==> config.mk <==
export PLATFORM = sky130hd
export DESIGN_NAME = day04_result_uart
export DESIGN_NICKNAME = d
export VERILOG_FILES = /design/src/rtl/day04_result_uart.sv
export SDC_FILE = /design/constraint.sdc
export NUM_CORES = 1
export LEC_CHECK = 0
export ABC_AREA = 1
export CAP_MARGIN = 20
export CORE_MARGIN = 2
export CORE_UTILIZATION = 57
export DETAILED_ROUTE_END_ITERATION = 10
export GPL_TIMING_DRIVEN = 0
export PLACE_DENSITY = 0.8
export SETUP_SLACK_MARGIN = 0.5
export SLEW_MARGIN = 0
export SYNTH_ARGS = -nofsm -noshare
export SYNTH_HDL_FRONTEND = slang
export SYNTH_SLANG_ARGS = --single-unit
==> constraint.sdc <==
create_clock -name clk -period 3.4 [get_ports clk]
set_input_delay 0.68 -clock clk [delete_from_list [all_inputs] [get_ports clk]]
set_output_delay 0.68 -clock clk [all_outputs]
set_load 0.1 [all_outputs]
==> src/rtl/day04_result_uart.sv <==
`default_nettype none
// ============================================================================
// Module      : day04_result_uart
// Description : Reporting stage for the day-04 solver core. On the rising
//               edge of `done` it captures both 64-bit results and converts
//               each to unsigned decimal ASCII with a bit-serial
//               double-dabble. The text "<part1>\n<part2>\n" is then sent
//               on an 8N1 UART line.
//
// Parameters  : CLKS_PER_BIT - clock cycles per UART bit (minimum 2)
// Ports       : clk           - system clock, rising edge
//               rst           - synchronous active-high reset
//               part1_result  - 64-bit part 1 answer
//               part2_result  - 64-bit part 2 answer
//               done          - core completion level; a rising edge starts a report
//               uart_tx       - serial output, idle high
//               busy          - high from capture until the report is finished
//               report_done   - sticky, high once the full report has been sent
// Options     : `define REPORT_LABEL_EN to prefix each line with "P1=" / "P2="
// Revision    : 1.0 - initial release
// ============================================================================
module day04_result_uart #(
    parameter int CLKS_PER_BIT = 868
) (
    input  logic        clk,
    input  logic        rst,
    input  logic [63:0] part1_result,
    input  logic [63:0] part2_result,
    input  logic        done,
    output logic        uart_tx,
    output logic        busy,
    output logic        report_done
);

    localparam int                   C_CNT_W     = $clog2(CLKS_PER_BIT);
    localparam logic [C_CNT_W-1:0]   C_BAUD_LAST = C_CNT_W'(CLKS_PER_BIT - 1);

    localparam logic [2:0] S_IDLE = 3'd0;
    localparam logic [2:0] S_CONV = 3'd1;
    localparam logic [2:0] S_EMIT = 3'd2;
    localparam logic [2:0] S_TX   = 3'd3;
    localparam logic [2:0] S_FIN  = 3'd4;

    // Emit phase: which kind of byte S_EMIT produces next.
`ifdef REPORT_LABEL_EN
    localparam logic [1:0] PH_LABEL = 2'd0;
`endif
    localparam logic [1:0] PH_DIGIT = 2'd1;
    localparam logic [1:0] PH_NL    = 2'd2;

`ifdef REPORT_LABEL_EN
    localparam logic [1:0] C_PH_START = PH_LABEL;
`else
    localparam logic [1:0] C_PH_START = PH_DIGIT;
`endif

    logic [2:0]         state_q, state_d;
    logic               done_q, done_d;
    logic [63:0]        p2_q, p2_d;
    logic               sel_q, sel_d;
    logic [63:0]        bin_q, bin_d;
    logic [79:0]        bcd_q, bcd_d;
    logic [5:0]         iter_q, iter_d;
    logic [1:0]         ph_q, ph_d;
    logic               first_q, first_d;
    logic [4:0]         dig_q, dig_d;
    logic [7:0]         byte_q, byte_d;
    logic [3:0]         bit_q, bit_d;
    logic [C_CNT_W-1:0] baud_q, baud_d;
    logic               tx_q, tx_d;
    logic               busy_q, busy_d;
    logic               rdone_q, rdone_d;
`ifdef REPORT_LABEL_EN
    logic [1:0]         lbl_q, lbl_d;
`endif

    logic [79:0] w_bcd_adj;
    logic [4:0]  w_msd;
    logic [4:0]  w_pos;
    logic [3:0]  w_digit;
    logic        w_trigger;

    // Double-dabble correction: every BCD digit >= 5 gets +3 before the shift.
    always_comb begin
        w_bcd_adj = bcd_q;
        for (int i = 0; i < 20; i++) begin
            if (bcd_q[4*i +: 4] >= 4'd5) begin
                w_bcd_adj[4*i +: 4] = bcd_q[4*i +: 4] + 4'd3;
            end
        end
    end

    // Position of the most significant non-zero digit; 0 when the value is
    // zero, so a zero result still prints a single "0".
    always_comb begin
        w_msd = '0;
        for (int i = 0; i < 20; i++) begin
            if (bcd_q[4*i +: 4] != 4'd0) begin
                w_msd = 5'(i);
            end
        end
    end

    assign w_pos     = first_q ? w_msd : dig_q;
    assign w_digit   = bcd_q[{w_pos, 2'b00} +: 4];
    assign w_trigger = done & ~done_q & (state_q == S_IDLE);

    always_comb begin
        state_d = state_q;
        done_d  = done;
        p2_d    = p2_q;
        sel_d   = sel_q;
        bin_d   = bin_q;
        bcd_d   = bcd_q;
        iter_d  = iter_q;
        ph_d    = ph_q;
        first_d = first_q;
        dig_d   = dig_q;
        byte_d  = byte_q;
        bit_d   = bit_q;
        baud_d  = baud_q;
        tx_d    = tx_q;
        busy_d  = busy_q;
        rdone_d = rdone_q;
`ifdef REPORT_LABEL_EN
        lbl_d   = lbl_q;
`endif

        case (state_q)
            S_IDLE: begin
                tx_d = 1'b1;
                if (w_trigger) begin
                    // part1 goes straight into the converter; part2 is held
                    // so later input changes cannot leak into the report.
                    bin_d   = part1_result;
                    p2_d    = part2_result;
                    bcd_d   = '0;
                    iter_d  = '0;
                    sel_d   = 1'b0;
                    busy_d  = 1'b1;
                    rdone_d = 1'b0;
                    state_d = S_CONV;
                end
            end

            S_CONV: begin
                bcd_d  = {w_bcd_adj[78:0], bin_q[63]};
                bin_d  = {bin_q[62:0], 1'b0};
                iter_d = iter_q + 6'd1;
                if (iter_q == 6'd63) begin
                    ph_d    = C_PH_START;
                    first_d = 1'b1;
`ifdef REPORT_LABEL_EN
                    lbl_d   = 2'd0;
`endif
                    state_d = S_EMIT;
                end
            end

            S_EMIT: begin
                case (ph_q)
`ifdef REPORT_LABEL_EN
                    PH_LABEL: begin
                        case (lbl_q)
                            2'd0:    byte_d = 8'h50;
                            2'd1:    byte_d = sel_q ? 8'h32 : 8'h31;
                            default: byte_d = 8'h3D;
                        endcase
                        lbl_d = lbl_q + 2'd1;
                        if (lbl_q == 2'd2) begin
                            ph_d = PH_DIGIT;
                        end
                    end
`endif
                    PH_DIGIT: begin
                        byte_d  = {4'h3, w_digit};
                        first_d = 1'b0;
                        if (w_pos == 5'd0) begin
                            ph_d = PH_NL;
                        end else begin
                            dig_d = w_pos - 5'd1;
                        end
                    end
                    default: begin
                        byte_d = 8'h0A;
                    end
                endcase
                // Start bit goes out on the next cycle.
                tx_d    = 1'b0;
                bit_d   = '0;
                baud_d  = '0;
                state_d = S_TX;
            end

            S_TX: begin
                if (baud_q == C_BAUD_LAST) begin
                    baud_d = '0;
                    if (bit_q == 4'd9) begin
                        // Stop bit finished; line stays high.
                        if (byte_q == 8'h0A) begin
                            if (!sel_q) begin
                                sel_d   = 1'b1;
                                bin_d   = p2_q;
                                bcd_d   = '0;
                                iter_d  = '0;
                                state_d = S_CONV;
                            end else begin
                                state_d = S_FIN;
                            end
                        end else begin
                            state_d = S_EMIT;
                        end
                    end else begin
                        // bit_q indexes the bit now ending: 0 = start,
                        // 1..8 = data, so the next data bit is byte_q[bit_q].
                        bit_d = bit_q + 4'd1;
                        tx_d  = (bit_q == 4'd8) ? 1'b1 : byte_q[bit_q[2:0]];
                    end
                end else begin
                    baud_d = baud_q + C_CNT_W'(1);
                end
            end

            S_FIN: begin
                tx_d    = 1'b1;
                rdone_d = 1'b1;
                busy_d  = 1'b0;
                state_d = S_IDLE;
            end

            default: begin
                tx_d    = 1'b1;
                busy_d  = 1'b0;
                state_d = S_IDLE;
            end
        endcase
    end

    always_ff @(posedge clk) begin
        if (rst) begin
            state_q <= S_IDLE;
            done_q  <= 1'b0;
            p2_q    <= '0;
            sel_q   <= 1'b0;
            bin_q   <= '0;
            bcd_q   <= '0;
            iter_q  <= '0;
            ph_q    <= PH_DIGIT;
            first_q <= 1'b0;
            dig_q   <= '0;
            byte_q  <= '0;
            bit_q   <= '0;
            baud_q  <= '0;
            tx_q    <= 1'b1;
            busy_q  <= 1'b0;
            rdone_q <= 1'b0;
`ifdef REPORT_LABEL_EN
            lbl_q   <= '0;
`endif
        end else begin
            state_q <= state_d;
            done_q  <= done_d;
            p2_q    <= p2_d;
            sel_q   <= sel_d;
            bin_q   <= bin_d;
            bcd_q   <= bcd_d;
            iter_q  <= iter_d;
            ph_q    <= ph_d;
            first_q <= first_d;
            dig_q   <= dig_d;
            byte_q  <= byte_d;
            bit_q   <= bit_d;
            baud_q  <= baud_d;
            tx_q    <= tx_d;
            busy_q  <= busy_d;
            rdone_q <= rdone_d;
`ifdef REPORT_LABEL_EN
            lbl_q   <= lbl_d;
`endif
        end
    end

    assign uart_tx     = tx_q;
    assign busy        = busy_q;
    assign report_done = rdone_q;

endmodule
`default_nettype wire

==> results of run 1 <==
## report_power, final
| part | internal, mW | leakage [nW] | switching [mW] |
|---|---|---|---|
| sequential | 3.45 | 2.04 | 0.304 |
| clock | 1.61 | 0.406 | 1.23 |
| combinational | 0.811 | 3.88 | 1.78 |
## cell usage after synthesis, types with 2 or more instances
cell / number
sky130_fd_sc_hd__a221oi_1: 3
sky130_fd_sc_hd__o21ai_1: 2
sky130_fd_sc_hd__a31oi_1: 63
sky130_fd_sc_hd__a21oi_2: 2
sky130_fd_sc_hd__nand2_4: 2
sky130_fd_sc_hd__dfxtp_1: 249
sky130_fd_sc_hd__o21ai_2: 2
sky130_fd_sc_hd__nor4_1: 2
sky130_fd_sc_hd__nor2_1: 211
sky130_fd_sc_hd__nand2_1: 362
sky130_fd_sc_hd__nand4_1: 6
sky130_fd_sc_hd__clkbuf_1: 89
sky130_fd_sc_hd__ha_1: 49
sky130_fd_sc_hd__buf_1: 6
sky130_fd_sc_hd__a211oi_1: 6
sky130_fd_sc_hd__nand3_1: 129
sky130_fd_sc_hd__buf_4: 2
sky130_fd_sc_hd__clkinv_1: 3
sky130_fd_sc_hd__or2_2: 9
sky130_fd_sc_hd__a22oi_1: 67
sky130_fd_sc_hd__buf_2: 8
sky130_fd_sc_hd__a21oi_1: 136
sky130_fd_sc_hd__o211ai_1: 10
sky130_fd_sc_hd__nor3_1: 14
sky130_fd_sc_hd__buf_6: 2
sky130_fd_sc_hd__inv_2: 4
sky130_fd_sc_hd__inv_1: 158
sky130_fd_sc_hd__xor2_1: 20
sky130_fd_sc_hd__o21ai_0: 224
## routing by layer
layer  routed length (µm)  track usage [%]  vias up
met2                18200             51.7      643
met1                16000             40.4     6280
li1                     -                -     6586
met3                 3140             4.59      112
met5                    0                0        -
met4                 1290             11.5        0
## final timing paths
check | cells past startpoint | end | slack, ns
min | 2 | iter_q[4] | 0.45
min reg2reg | 2 | iter_q[4] | 0.45
max | 30 | byte_q[2] | 0.39
max reg2reg | 30 | byte_q[2] | 0.39
## kinds of logic (layout without fill, tap and decap cells)
kind of cell,count (synthesis),in the layout,synth area share (%)
buffers and inverters,272,481,8.23
AND/OR/NAND/NOR,740,740,23.7
adder cells (fa/ha/maj),49,49,4.79
XOR/XNOR,21,21,1.44
flip-flops,249,249,39.0
AO/OA/AOI/OAI,519,519,22.9
## worst max-delay path, delay by kind of cell, from the launching register on
family / cells / cell delay, ns
compound gates: 2 / 0.28
fa+ha+maj: 1 / 0.17
buf+inv: 4 / 0.51
flops: 1 / 0.36
simple gates: 23 / 1.66
## what timing repair did
action                                  in CTS  in global routing
hold buffers                                 0                  0
gates resized for setup                     41                104
endpoints found under the setup margin     161                147
setup buffers                                8                 17
pin swaps                                   12                 26
cloned                                       0                  3
## flip-flops by register name, indices dropped and copies added, names as in the netlist
signal and cells:
bin_q 64, ph_q 2, sel_q 1, done_q 1, uart_tx 1, bit_q 4
busy 1, bcd_q 80, report_done 1, byte_q 5, p2_q 64, baud_q 10
state_q 3, iter_q 6, first_q 1, dig_q 5
## area by class of cell
cell class	count	area share (%)
inverters	165	3.99
clock inverters	8	0.447
plain buffers	107	3.02
flip-flops and latches	249	31.4
well taps	280	2.19
clock buffers	41	4.75
multi-input cells	1329	44.2
repair buffers	160	9.99
## metrics by stage
| stage | hold WS (ns) | setup TNS, ns | power (mW) |
|---|---|---|---|
| floorplan | 0.421 | 0 | 5.38 |
| global placement | 0.434 | -0.0143 | 6.23 |
| detailed placement | 0.438 | -0.984 | 6.29 |
| CTS | 0.448 | 0 | 9.10 |
| global route | 0.474 | 0 | 9.61 |
| finish | 0.451 | 0 | 9.18 |
==> impl_summary.log, run 1 <==
[metrics] outcome: finished clean
[metrics] crit path from: bcd_q[9]
[metrics] std cell rows: 54
[metrics] maximum frequency from static timing analysis: 332 MHz
[metrics] Worst Setup Path Type: register to register
[metrics] synthesis warning total: 0
[metrics] maxcap violations: 0
[metrics] Post-DP HPWL: about 26000 µm
[metrics] WP data required: 3.88 ns
[metrics] Startpoint Class: register
[metrics] total number of vias: about 14000
[metrics] Avg Cell Area, Syn: about 6.9 µm²
[metrics] most frequent standard cell in the layout excluding fill and tap cells: sky130_fd_sc_hd__nand2_1
[metrics] final worst path period need: roughly 3.0 ns
[metrics] Post-Place Worst Slack: -0.0364 ns
[metrics] clock sink count: 249
[metrics] total non-filler cell area in the finished layout: about 0.016 mm²
[metrics] RSZ-0062 raised after global routing: yes
[metrics] post-route core utilization: 72.7%
[metrics] clock transition at the registers of the reported paths: roughly 0.070 ns
[metrics] number of nets produced by synthesis: 2030
[metrics] power per cell area: about 580 mW/mm²
[metrics] Die Width: 154 µm
[metrics] post-synthesis sequential element count: 249
[metrics] Arrival @ worst endpoint: around 3.5 ns
[metrics] peak fanout along the critical path: 6
[metrics] die extent in y: 154 µm
[metrics] Critical R2R Launch: bcd_q[9]
[metrics] Layout Area Growth over Synthesis: 24.8%
[metrics] area of the multi-input gates: between 0.007 and 0.008 mm²
[metrics] Synth top area share: about 40%
[metrics] IO Pins: 134
[metrics] number of nets in the final layout: 2219
[metrics] global-route wire length before repair: 61200 µm
[metrics] library cells used by synthesis: 39
[metrics] static leakage: 6.33 nW
[metrics] nature of the critical path endpoint: register
[metrics] number of antenna violations at the first check in global routing: 0
[metrics] Initial DRC Count: about 1200
[metrics] library cell appearing most often on the critical path: sky130_fd_sc_hd__nand2_1
[metrics] maximum vdd ir drop: between 0.0004 and 0.0005 V
[metrics] Initial Utilization: between 50 and 60%
[metrics] clock tree root buffer cell: sky130_fd_sc_hd__clkbuf_16
[metrics] Critical Path Slowest Stage Cell: sky130_fd_sc_hd__dfxtp_2
[metrics] Via density: 5.82
[metrics] pin slew with the least headroom to its limit: 0.973 ns
[metrics] Period Utilization, post-route: 88.6%
[metrics] weighted congestion at the end of routability-driven global placement: 0.895
[metrics] maximum count of clock buffers along a single path: 3
[metrics] number of synthesized flops with an enable pin: 0
[metrics] register area: 0.00502 mm²
[metrics] Area contributors post-synth: sky130_fd_sc_hd__dfxtp_1 (39%), sky130_fd_sc_hd__nand2_1 (11%), sky130_fd_sc_hd__o21ai_0 (8.8%), sky130_fd_sc_hd__nor2_1 (6.2%), sky130_fd_sc_hd__a21oi_1 (5.3%)
[metrics] synthesized cell area: between 0.01 and 0.015 mm²
[metrics] sum of routed wire length over all layers: about 39000 µm
[metrics] most frequent cells in the layout: sky130_fd_sc_hd__nand2_1 (340), sky130_fd_sc_hd__dfxtp_1 (235), sky130_fd_sc_hd__o21ai_0 (220)
[metrics] CTS tree: built
[metrics] Critical Path Max Stage Delay: 0.36 ns
[metrics] sequential share of the synthesized area: 39.0%
[metrics] Num CTS Buffers: 27
[metrics] layout cell share with drive strength beyond 1: a little under a tenth
[metrics] number of input and output port buffers inserted: 132
[metrics] remaining routing DRC violations: 0
[metrics] classification of the worst-slack hold path: register to register
[metrics] share of async-settable or async-resettable flops after synthesis: 0%
[metrics] antenna-violating nets left: 0
[metrics] largest area contributor in the synthesized netlist: sky130_fd_sc_hd__dfxtp_1
[metrics] htree depth: 1
[metrics] Finish-stage setup viols: 0
[metrics] worst skew pair latency: 0.55 ns
[metrics] Overall Global Routing Usage: 30.8%
[metrics] Worst slew margin: 34.9%
[metrics] number of hold-slack violations in the final timing report: 0
[metrics] ys flop type: sky130_fd_sc_hd__dfxtp_1
[metrics] final max-slew violation count: 0
[metrics] routed length per instance: 16.5 µm
[metrics] number of diodes: 0
[metrics] total overflow reported by the global router: 0
[metrics] number of global-route vias before repair: 12800
[metrics] maximum number of pins on one net before global-route repair: 14
[metrics] cell count after synthesis: 1850
[metrics] placed standard-cell area: 0.0145 mm²
[metrics] Non-Filler Instances: 2339
[metrics] post-route setup slack: between 0.3 and 0.4 ns
[metrics] placed cells: 2262
[metrics] area of the die: around 0.024 mm²
[metrics] setup clock skew after layout: 0.00964 ns
[metrics] Filler Cells Inserted: 1753
[metrics] placeable core region: 0.0220 mm²
[metrics] number of iterations in the first detailed-routing pass: 7
[metrics] Hold Crit Start: iter_q[4]
Note: power is estimated with default switching activity, not from simulation.
==> run 2, diff against run 1 <==
CORE_MARGIN = 10   (was 2)
==> run 2 against run 1 <==
Against the previous run: setup slack better by 0.15 ns; maximum frequency is 5.1% higher; first-iteration DRC count up 9.3%; critical path depth down 7; die area increased by 22%; non-clock buffer count fell by 6; clock-buffer cell count shrank 3; clock power grew 7%; cell area fell by 0.56%; sequential power hardly changed; global-route usage shrank 5.2 points; routed wire length is 0.73% higher.
==> impl_summary.log, run 2 (synthesis gave the netlist of run 1 again) <==
[metrics] outcome: finished clean (unchanged)
[metrics] layout cell share with drive strength beyond 1: 8.43% (was 9.37%)
[metrics] final max-slew violation count: 0 (unchanged)
[metrics] Non-Filler Instances: 2333 (was 2339)
[metrics] Post-Place Worst Slack: -0.0999 ns (was -0.0364 ns)
[metrics] wire length the detailed router placed on met1: 16400 µm (was 16000 µm)
[metrics] die extent in y: 170 µm (was 154 µm)
[metrics] Period Utilization, post-route: 84.3% (was 88.6%)
[metrics] clock tree root buffer cell: sky130_fd_sc_hd__clkbuf_16 (unchanged)
[metrics] pin slew with the least headroom to its limit: 0.978 ns (was 0.973 ns)
[metrics] Via density: 5.79 (was 5.82)
[metrics] setup clock skew after layout: 0.0121 ns (was 0.00964 ns)
[metrics] IO Pins: 134 (unchanged)
[metrics] total number of vias: 13500 (was 13600)
[metrics] nature of the critical path endpoint: register (unchanged)
[metrics] number of input and output port buffers inserted: 132 (unchanged)
[metrics] htree depth: 1 (unchanged)
[metrics] Post-DP HPWL: 27800 µm (was 26500 µm)
[metrics] Final TNS setup: 0 ns (unchanged)
[metrics] maximum frequency from static timing analysis: 349 MHz (was 332 MHz)
[metrics] CTS tree: built (unchanged)
[metrics] placeable core region: 0.0220 mm² (unchanged)
[metrics] Layout Area Growth over Synthesis: 24.0% (was 24.8%)
[metrics] Startpoint Class: register (unchanged)
[metrics] Die Width: 170 µm (was 154 µm)
[metrics] Num CTS Buffers: 27 (unchanged)
[metrics] number of hold-slack violations in the final timing report: 0 (unchanged)
[metrics] most frequent cells in the layout: sky130_fd_sc_hd__nand2_1 (350), sky130_fd_sc_hd__dfxtp_1 (236), sky130_fd_sc_hd__o21ai_0 (219) (was sky130_fd_sc_hd__nand2_1 (340), sky130_fd_sc_hd__dfxtp_1 (235), sky130_fd_sc_hd__o21ai_0 (220))
[metrics] antenna-violating nets left: 0 (unchanged)
[metrics] Hold Crit Start: iter_q[4] (unchanged)
[metrics] Initial Utilization: 58.3% (unchanged)
[metrics] total overflow reported by the global router: 0 (unchanged)
[metrics] Initial DRC Count: 1304 (was 1193)
[metrics] Worst Setup Path Type: register to register (unchanged)
[metrics] Reg2Reg Depth: 23 (was 30)
[metrics] Worst slew margin: 34.6% (was 34.9%)
[metrics] number of global-route vias before repair: 12900 (was 12800)
[metrics] global-route wire length before repair: 62500 µm (was 61200 µm)
[metrics] remaining routing DRC violations: 0 (unchanged)
[metrics] std cell rows: 54 (unchanged)
[metrics] routed length per instance: 16.7 µm (was 16.5 µm)
[metrics] total non-filler cell area in the finished layout: 0.0159 mm² (was 0.0160 mm²)
[metrics] maxcap violations: 0 (unchanged)
[metrics] reg-to-reg setup timing slack: 0.53 ns (was 0.39 ns)
[metrics] weighted congestion at the end of routability-driven global placement: 0.931 (was 0.895)
[metrics] peak fanout along the critical path: 10 (was 6)
[metrics] sum of routed wire length over all layers: 38900 µm (was 38600 µm)
[metrics] placed cells: 2262 (unchanged)
[metrics] number of iterations in the first detailed-routing pass: 6 (was 7)
[metrics] static leakage: 6.32 nW (was 6.33 nW)
[metrics] capturing point of the worst reg2reg path: dig_q[2] (was byte_q[2])
[metrics] Filler Cells Inserted: 1834 (was 1753)
[metrics] number of diodes: 0 (unchanged)
[metrics] final worst path period need: 2.87 ns (was 3.01 ns)
[metrics] worst skew pair latency: 0.55 ns (about the same)
[metrics] DR WL met3: 3060 µm (was 3140 µm)
[metrics] maximum number of pins on one net before global-route repair: 15 (was 14)
[metrics] area of the die: 0.0288 mm² (was 0.0237 mm²)
[metrics] classification of the worst-slack hold path: register to register (unchanged)
[metrics] Min-Delay Path Depth: 2 (unchanged)
[metrics] Overall Global Routing Usage: 25.6% (was 30.8%)
[metrics] post-route setup slack: 0.532 ns (was 0.387 ns)
[metrics] largest registers: bcd_q: 80 flops, bin_q: 64 flops, p2_q: 64 flops (unchanged)
[metrics] clock sink count: 249 (unchanged)
[metrics] number of nets in the final layout: 2213 (was 2219)
[metrics] post-route core utilization: 72.3% (was 72.7%)
[metrics] Arrival @ worst endpoint: 3.31 ns (was 3.50 ns)
[metrics] maximum vdd ir drop: 0.000383 V (was 0.000454 V)
[metrics] Largest Register: bcd_q (unchanged)
[metrics] clock transition at the registers of the reported paths: 0.06 ns (was 0.07 ns)
[metrics] power per cell area: 590 mW/mm² (was 575 mW/mm²)
[metrics] number of antenna violations at the first check in global routing: 0 (unchanged)
[metrics] Finish-stage setup viols: 0 (unchanged)
[metrics] metal2 WL: 18000 µm (was 18200 µm)
[metrics] max reg flops: 80 (unchanged)
[metrics] Hold Path Sink: iter_q[4] (unchanged)
[metrics] WP data required: 3.84 ns (was 3.88 ns)
[metrics] Critical R2R Launch: bcd_q[9] (unchanged)
[metrics] placed standard-cell area: 0.0145 mm² (unchanged)
[metrics] Top Metal Used: met4 (unchanged)
[metrics] maximum count of clock buffers along a single path: 3 (unchanged)
[metrics] most frequent standard cell in the layout excluding fill and tap cells: sky130_fd_sc_hd__nand2_1 (unchanged)
[metrics] RSZ-0062 raised after global routing: yes (unchanged)
-- run 2: cell types whose count changed in the layout (fill, tap and decap cells not counted), moves of 5 or more --
cell / change
sky130_fd_sc_hd__clkbuf_1: -9
sky130_fd_sc_hd__clkbuf_8: +5
sky130_fd_sc_hd__nand2_1: +10
sky130_fd_sc_hd__nand2_2: -6
sky130_fd_sc_hd__nand3_1: +7
sky130_fd_sc_hd__nand3_2: -7
-- run 2: how the worst max path moves through the flow --
stage | start | end | slack, ns | cells after the start
2_1_floorplan | bcd_q[24] | dig_q[3] | 0.72 | 27
3_5_place_dp | done | bcd_q[66] | -0.1 | 10
5_1_grt | bcd_q[72] | byte_q[0] | 0.27 | 21
4_1_cts | bcd_q[8] | dig_q[2] | 0.50 | 30
3_3_place_gp | done | bcd_q[73] | -0.13 | 10
6_report | bcd_q[9] | dig_q[2] | 0.53 | 23
-- run 2: per-stage QoR --
step / hold WS (ns) / total power, mW
2_1_floorplan: 0.421 / 5.38
3_3_place_gp: 0.433 / 6.24
3_5_place_dp: 0.443 / 6.29
4_1_cts: 0.454 / 9.31
5_1_grt: 0.490 / 9.82
6_report: 0.456 / 9.37
-- run 2: layout make-up --
| cell class | instances | area (µm²) | share of cell area [%] |
|---|---|---|---|
| flip-flops and latches | 249 | 5010 | 31.6 |
| clock inverters | 11 | 123 | 0.773 |
| multi-input cells | 1329 | 6960 | 43.8 |
| repair buffers | 154 | 1520 | 9.59 |
| clock buffers | 38 | 797 | 5.02 |
| inverters | 165 | 639 | 4.03 |
| plain buffers | 107 | 470 | 2.96 |
| well taps | 280 | 350 | 2.21 |
-- run 2: routing by layer --
layer / global-route usage, % / up-vias
met4: 9.88 / 0
met2: 42.3 / 634
li1: - / 6585
met5: 0 / -
met3: 5.00 / 120
met1: 32.5 / 6161
-- run 2: report_power, final --
group	leakage (nW)	internal, mW	switching (mW)
clock	0.459	1.79	1.24
combinational	3.82	0.813	1.78
sequential	2.04	3.46	0.299
-- run 2: timing repair --
action                     4_1_cts  5_1_grt
resized for setup               27       88
buffers inserted                 2       18
hold buffers                     0        0
setup endpoints to repair      155      142
gates cloned                     0        2
pin swaps                        2       26
-- run 2: critical path, stage by stage, from the launching register on --
cell and delay [ns]:
sky130_fd_sc_hd__dfxtp_2 0.36, sky130_fd_sc_hd__inv_2 0.06, sky130_fd_sc_hd__ha_4 0.16, sky130_fd_sc_hd__nand2_4 0.07, sky130_fd_sc_hd__nor2_4 0.03, sky130_fd_sc_hd__buf_4 0.13
sky130_fd_sc_hd__buf_4 0.12, sky130_fd_sc_hd__a21oi_2 0.16, sky130_fd_sc_hd__nor2_1 0.06, sky130_fd_sc_hd__nor2_1 0.11, sky130_fd_sc_hd__nor2_2 0.06, sky130_fd_sc_hd__nor2_1 0.09
sky130_fd_sc_hd__o21ai_1 0.06, sky130_fd_sc_hd__nand2_1 0.06, sky130_fd_sc_hd__o21a_1 0.17, sky130_fd_sc_hd__inv_2 0.08, sky130_fd_sc_hd__buf_8 0.15, sky130_fd_sc_hd__ha_4 0.17
sky130_fd_sc_hd__nand2_4 0.08, sky130_fd_sc_hd__inv_4 0.04, sky130_fd_sc_hd__a21oi_4 0.22, sky130_fd_sc_hd__inv_2 0.10, sky130_fd_sc_hd__o21ai_2 0.13, sky130_fd_sc_hd__a21oi_1 0.05
==> run 3, diff against run 2 <==
clock period = 2.8 ns   (was 3.4 ns; I/O delays follow)
==> run 3 against run 2 <==
Against the previous run: the flow now finishes with violations (setup timing); maximum frequency shrank 5.7%; setup slack worse by 0.77 ns; non-clock buffer count is 73 higher; clock-buffer cell count is 2 higher; critical path depth fell by 2; sequential share of layout area is 3.2 points lower; core utilization is 8.7 points higher; highest routed layer unchanged.
==> impl_summary.log, run 3 (synthesis gave the netlist of run 1 again) <==
[metrics] pin slew with the least headroom to its limit: 0.914 ns (was 0.978 ns)
[metrics] Worst Setup Path Type: register to register (unchanged)
[metrics] remaining routing DRC violations: 0 (unchanged)
[metrics] std cell rows: 54 (unchanged)
[metrics] area of the multi-input gates: 0.00779 mm² (was 0.00696 mm²)
[metrics] Via density: 6.14 (was 5.79)
[metrics] number of input and output port buffers inserted: 132 (unchanged)
[metrics] Startpoint Class: register (unchanged)
[metrics] static leakage: 7.46 nW (was 6.32 nW)
[metrics] WP data required: 3.27 ns (was 3.84 ns)
[metrics] clock sink count: 249 (unchanged)
[metrics] Finish-stage setup viols: 9 (was 0)
[metrics] maximum count of clock buffers along a single path: 3 (unchanged)
[metrics] final worst path period need: 3.04 ns (was 2.87 ns)
[metrics] overall power consumption: 13.3 mW (was 9.37 mW)
[metrics] number of diodes: 0 (unchanged)
[metrics] number of nets in the final layout: 2286 (was 2213)
[metrics] clock transition at the registers of the reported paths: 0.06 ns (about the same)
[metrics] maxcap violations: 0 (unchanged)
[metrics] total overflow reported by the global router: 0 (unchanged)
[metrics] Arrival @ worst endpoint: 3.51 ns (was 3.31 ns)
[metrics] clock tree root buffer cell: sky130_fd_sc_hd__clkbuf_16 (unchanged)
[metrics] global-route wire length before repair: 65900 µm (was 62500 µm)
[metrics] most frequent cells in the layout: sky130_fd_sc_hd__nand2_1 (288), sky130_fd_sc_hd__dfxtp_1 (227), sky130_fd_sc_hd__o21ai_0 (219) (was sky130_fd_sc_hd__nand2_1 (350), sky130_fd_sc_hd__dfxtp_1 (236), sky130_fd_sc_hd__o21ai_0 (219))
[metrics] IO Pins: 134 (unchanged)
[metrics] Initial DRC Count: 1799 (was 1304)
[metrics] sum of routed wire length over all layers: 46400 µm (was 38900 µm)
[metrics] setup clock skew after layout: 0.0156 ns (was 0.0121 ns)
[metrics] outcome: finished with violations (was finished clean)
[metrics] maximum frequency from static timing analysis: 329 MHz (was 349 MHz)
[metrics] die extent in y: 170 µm (unchanged)
[metrics] Filler Cells Inserted: 1410 (was 1834)
[metrics] Die Width: 170 µm (unchanged)
[metrics] post-route core utilization: 81.0% (was 72.3%)
[metrics] Num CTS Buffers: 27 (unchanged)
[metrics] total non-filler cell area in the finished layout: 0.0178 mm² (was 0.0159 mm²)
[metrics] routed length per instance: 19.3 µm (was 16.7 µm)
[metrics] maximum vdd ir drop: 0.000457 V (was 0.000383 V)
[metrics] Worst slew margin: 39.1% (was 34.6%)
[metrics] number of hold-slack violations in the final timing report: 0 (unchanged)
[metrics] htree depth: 1 (unchanged)
[metrics] number of antenna violations at the first check in global routing: 0 (unchanged)
[metrics] nature of the critical path endpoint: register (unchanged)
[metrics] Overall Global Routing Usage: 27.1% (was 25.6%)
[metrics] number of iterations in the first detailed-routing pass: 6 (unchanged)
[metrics] layout cell share with drive strength beyond 1: 20.8% (was 8.43%)
[metrics] Initial Utilization: 58.3% (unchanged)
[metrics] power per cell area: 746 mW/mm² (was 590 mW/mm²)
[metrics] failing checks: setup timing
[metrics] Period Utilization, post-route: 109% (was 84.3%)
[metrics] post-route setup slack: -0.241 ns (was 0.532 ns)
[metrics] largest registers: bcd_q: 80 flops, bin_q: 64 flops, p2_q: 64 flops (unchanged)
[metrics] CTS tree: built (unchanged)
[metrics] maximum number of pins on one net before global-route repair: 14 (was 15)
[metrics] number of global-route vias before repair: 13500 (was 12900)
[metrics] worst skew pair latency: 0.56 ns (was 0.55 ns)
[metrics] Largest Register: bcd_q (unchanged)
[metrics] antenna-violating nets left: 0 (unchanged)
[metrics] Final TNS setup: -1.25 ns (was 0 ns)
[metrics] area of the die: 0.0288 mm² (unchanged)
[metrics] max reg flops: 80 (unchanged)
[metrics] placeable core region: 0.0220 mm² (unchanged)
[metrics] most frequent standard cell in the layout excluding fill and tap cells: sky130_fd_sc_hd__nand2_1 (unchanged)
[metrics] classification of the worst-slack hold path: register to register (unchanged)
[metrics] weighted congestion at the end of routability-driven global placement: 0.933 (was 0.931)
[metrics] total number of vias: 14800 (was 13500)
[metrics] final max-slew violation count: 0 (unchanged)
[metrics] placed standard-cell area: 0.0146 mm² (was 0.0145 mm²)
[metrics] RSZ-0062 raised after global routing: yes (unchanged)
[metrics] register area: 0.00504 mm² (was 0.00501 mm²)
[metrics] peak fanout along the critical path: 6 (was 10)
[metrics] Layout Area Growth over Synthesis: 38.9% (was 24.0%)
[metrics] Post-DP HPWL: 27700 µm (was 27800 µm)
==> run 3: cell count changes in the layout (fill, tap and decap cells not counted), sizes merged <==
cell and change:
buf +80, clkinv -6, clkbuf -4, clkdlybuf4s50 -3
bufinv +2, clkdlybuf4s15 +2, clkinvlp +1, inv +1
==> run 3: worst paths after layout <==
kind	from	endpoint	slack (ns)	depth (start not counted)
worst max-delay path	bcd_q[20]	dig_q[0]	-0.24	21
worst min-delay path	dig_q[4]	dig_q[4]	0.46	2
worst max register to register	bcd_q[20]	dig_q[0]	-0.24	21
worst min register to register	dig_q[4]	dig_q[4]	0.46	2
==> run 3: area by class of cell <==
| class | count | area share [%] |
|---|---|---|
| plain buffers | 107 | 3.83 |
| clock buffers | 40 | 4.41 |
| clock inverters | 9 | 0.873 |
| inverters | 165 | 3.63 |
| multi-input cells | 1329 | 43.8 |
| flip-flops and latches | 249 | 28.3 |
| well taps | 280 | 1.97 |
| repair buffers | 227 | 13.1 |
==> run 3: critical path, stage by stage (launching register included) <==
cell and delay (ns):
sky130_fd_sc_hd__dfxtp_4 0.35, sky130_fd_sc_hd__inv_2 0.06, sky130_fd_sc_hd__ha_2 0.20, sky130_fd_sc_hd__nand2_2 0.08, sky130_fd_sc_hd__nor2_2 0.14, sky130_fd_sc_hd__nand2_1 0.12, sky130_fd_sc_hd__a21oi_1 0.20, sky130_fd_sc_hd__nor2_1 0.07
sky130_fd_sc_hd__nor2_1 0.11, sky130_fd_sc_hd__nor2_1 0.07, sky130_fd_sc_hd__nor2_1 0.09, sky130_fd_sc_hd__o21ai_1 0.06, sky130_fd_sc_hd__nand2_1 0.07, sky130_fd_sc_hd__o21a_1 0.18, sky130_fd_sc_hd__inv_2 0.08, sky130_fd_sc_hd__buf_8 0.14
sky130_fd_sc_hd__ha_4 0.17, sky130_fd_sc_hd__nand2_4 0.08, sky130_fd_sc_hd__inv_4 0.04, sky130_fd_sc_hd__a21oi_4 0.24, sky130_fd_sc_hd__o21ai_0 0.15, sky130_fd_sc_hd__a21oi_1 0.24
==> run 3: report_power, final <==
group	total (mW)	internal [mW]	switching, mW
clock	3.82	2.30	1.51
sequential	4.58	4.19	0.389
combinational	4.87	1.99	2.88
==> run 3: timing repair <==
item / CTS / global route
hold buffers: 0 / 0
buffers inserted: 64 / 16
gates resized for setup: 141 / 307
cloned: 2 / 13
pin swaps: 32 / 36
endpoints found under the setup margin: 165 / 199
==> run 3: stage by stage <==
step / hold slack [ns] / cells / setup slack [ns]
floorplan: 0.421 / 1850 / 0.330
global placement: 0.435 / 2262 / -0.520
detailed placement: 0.444 / 2262 / -0.572
CTS: 0.454 / 2377 / 0.0701
global route: 0.470 / 2406 / -0.419
finish: 0.463 / 2406 / -0.241
==> run 3: per-layer routing <==
metal  routed length [µm]  global-route usage [%]  share of wire (%)  vias to the layer above
met2                21600                    45.4                 46                      923
met4                 2490                    10.6                5.4                        0
met1                18000                    33.9                 39                     6843
li1                     -                       -                  -                     6746
met5                    0                       0                  0                        -
met3                 4340                    5.00                9.4                      251
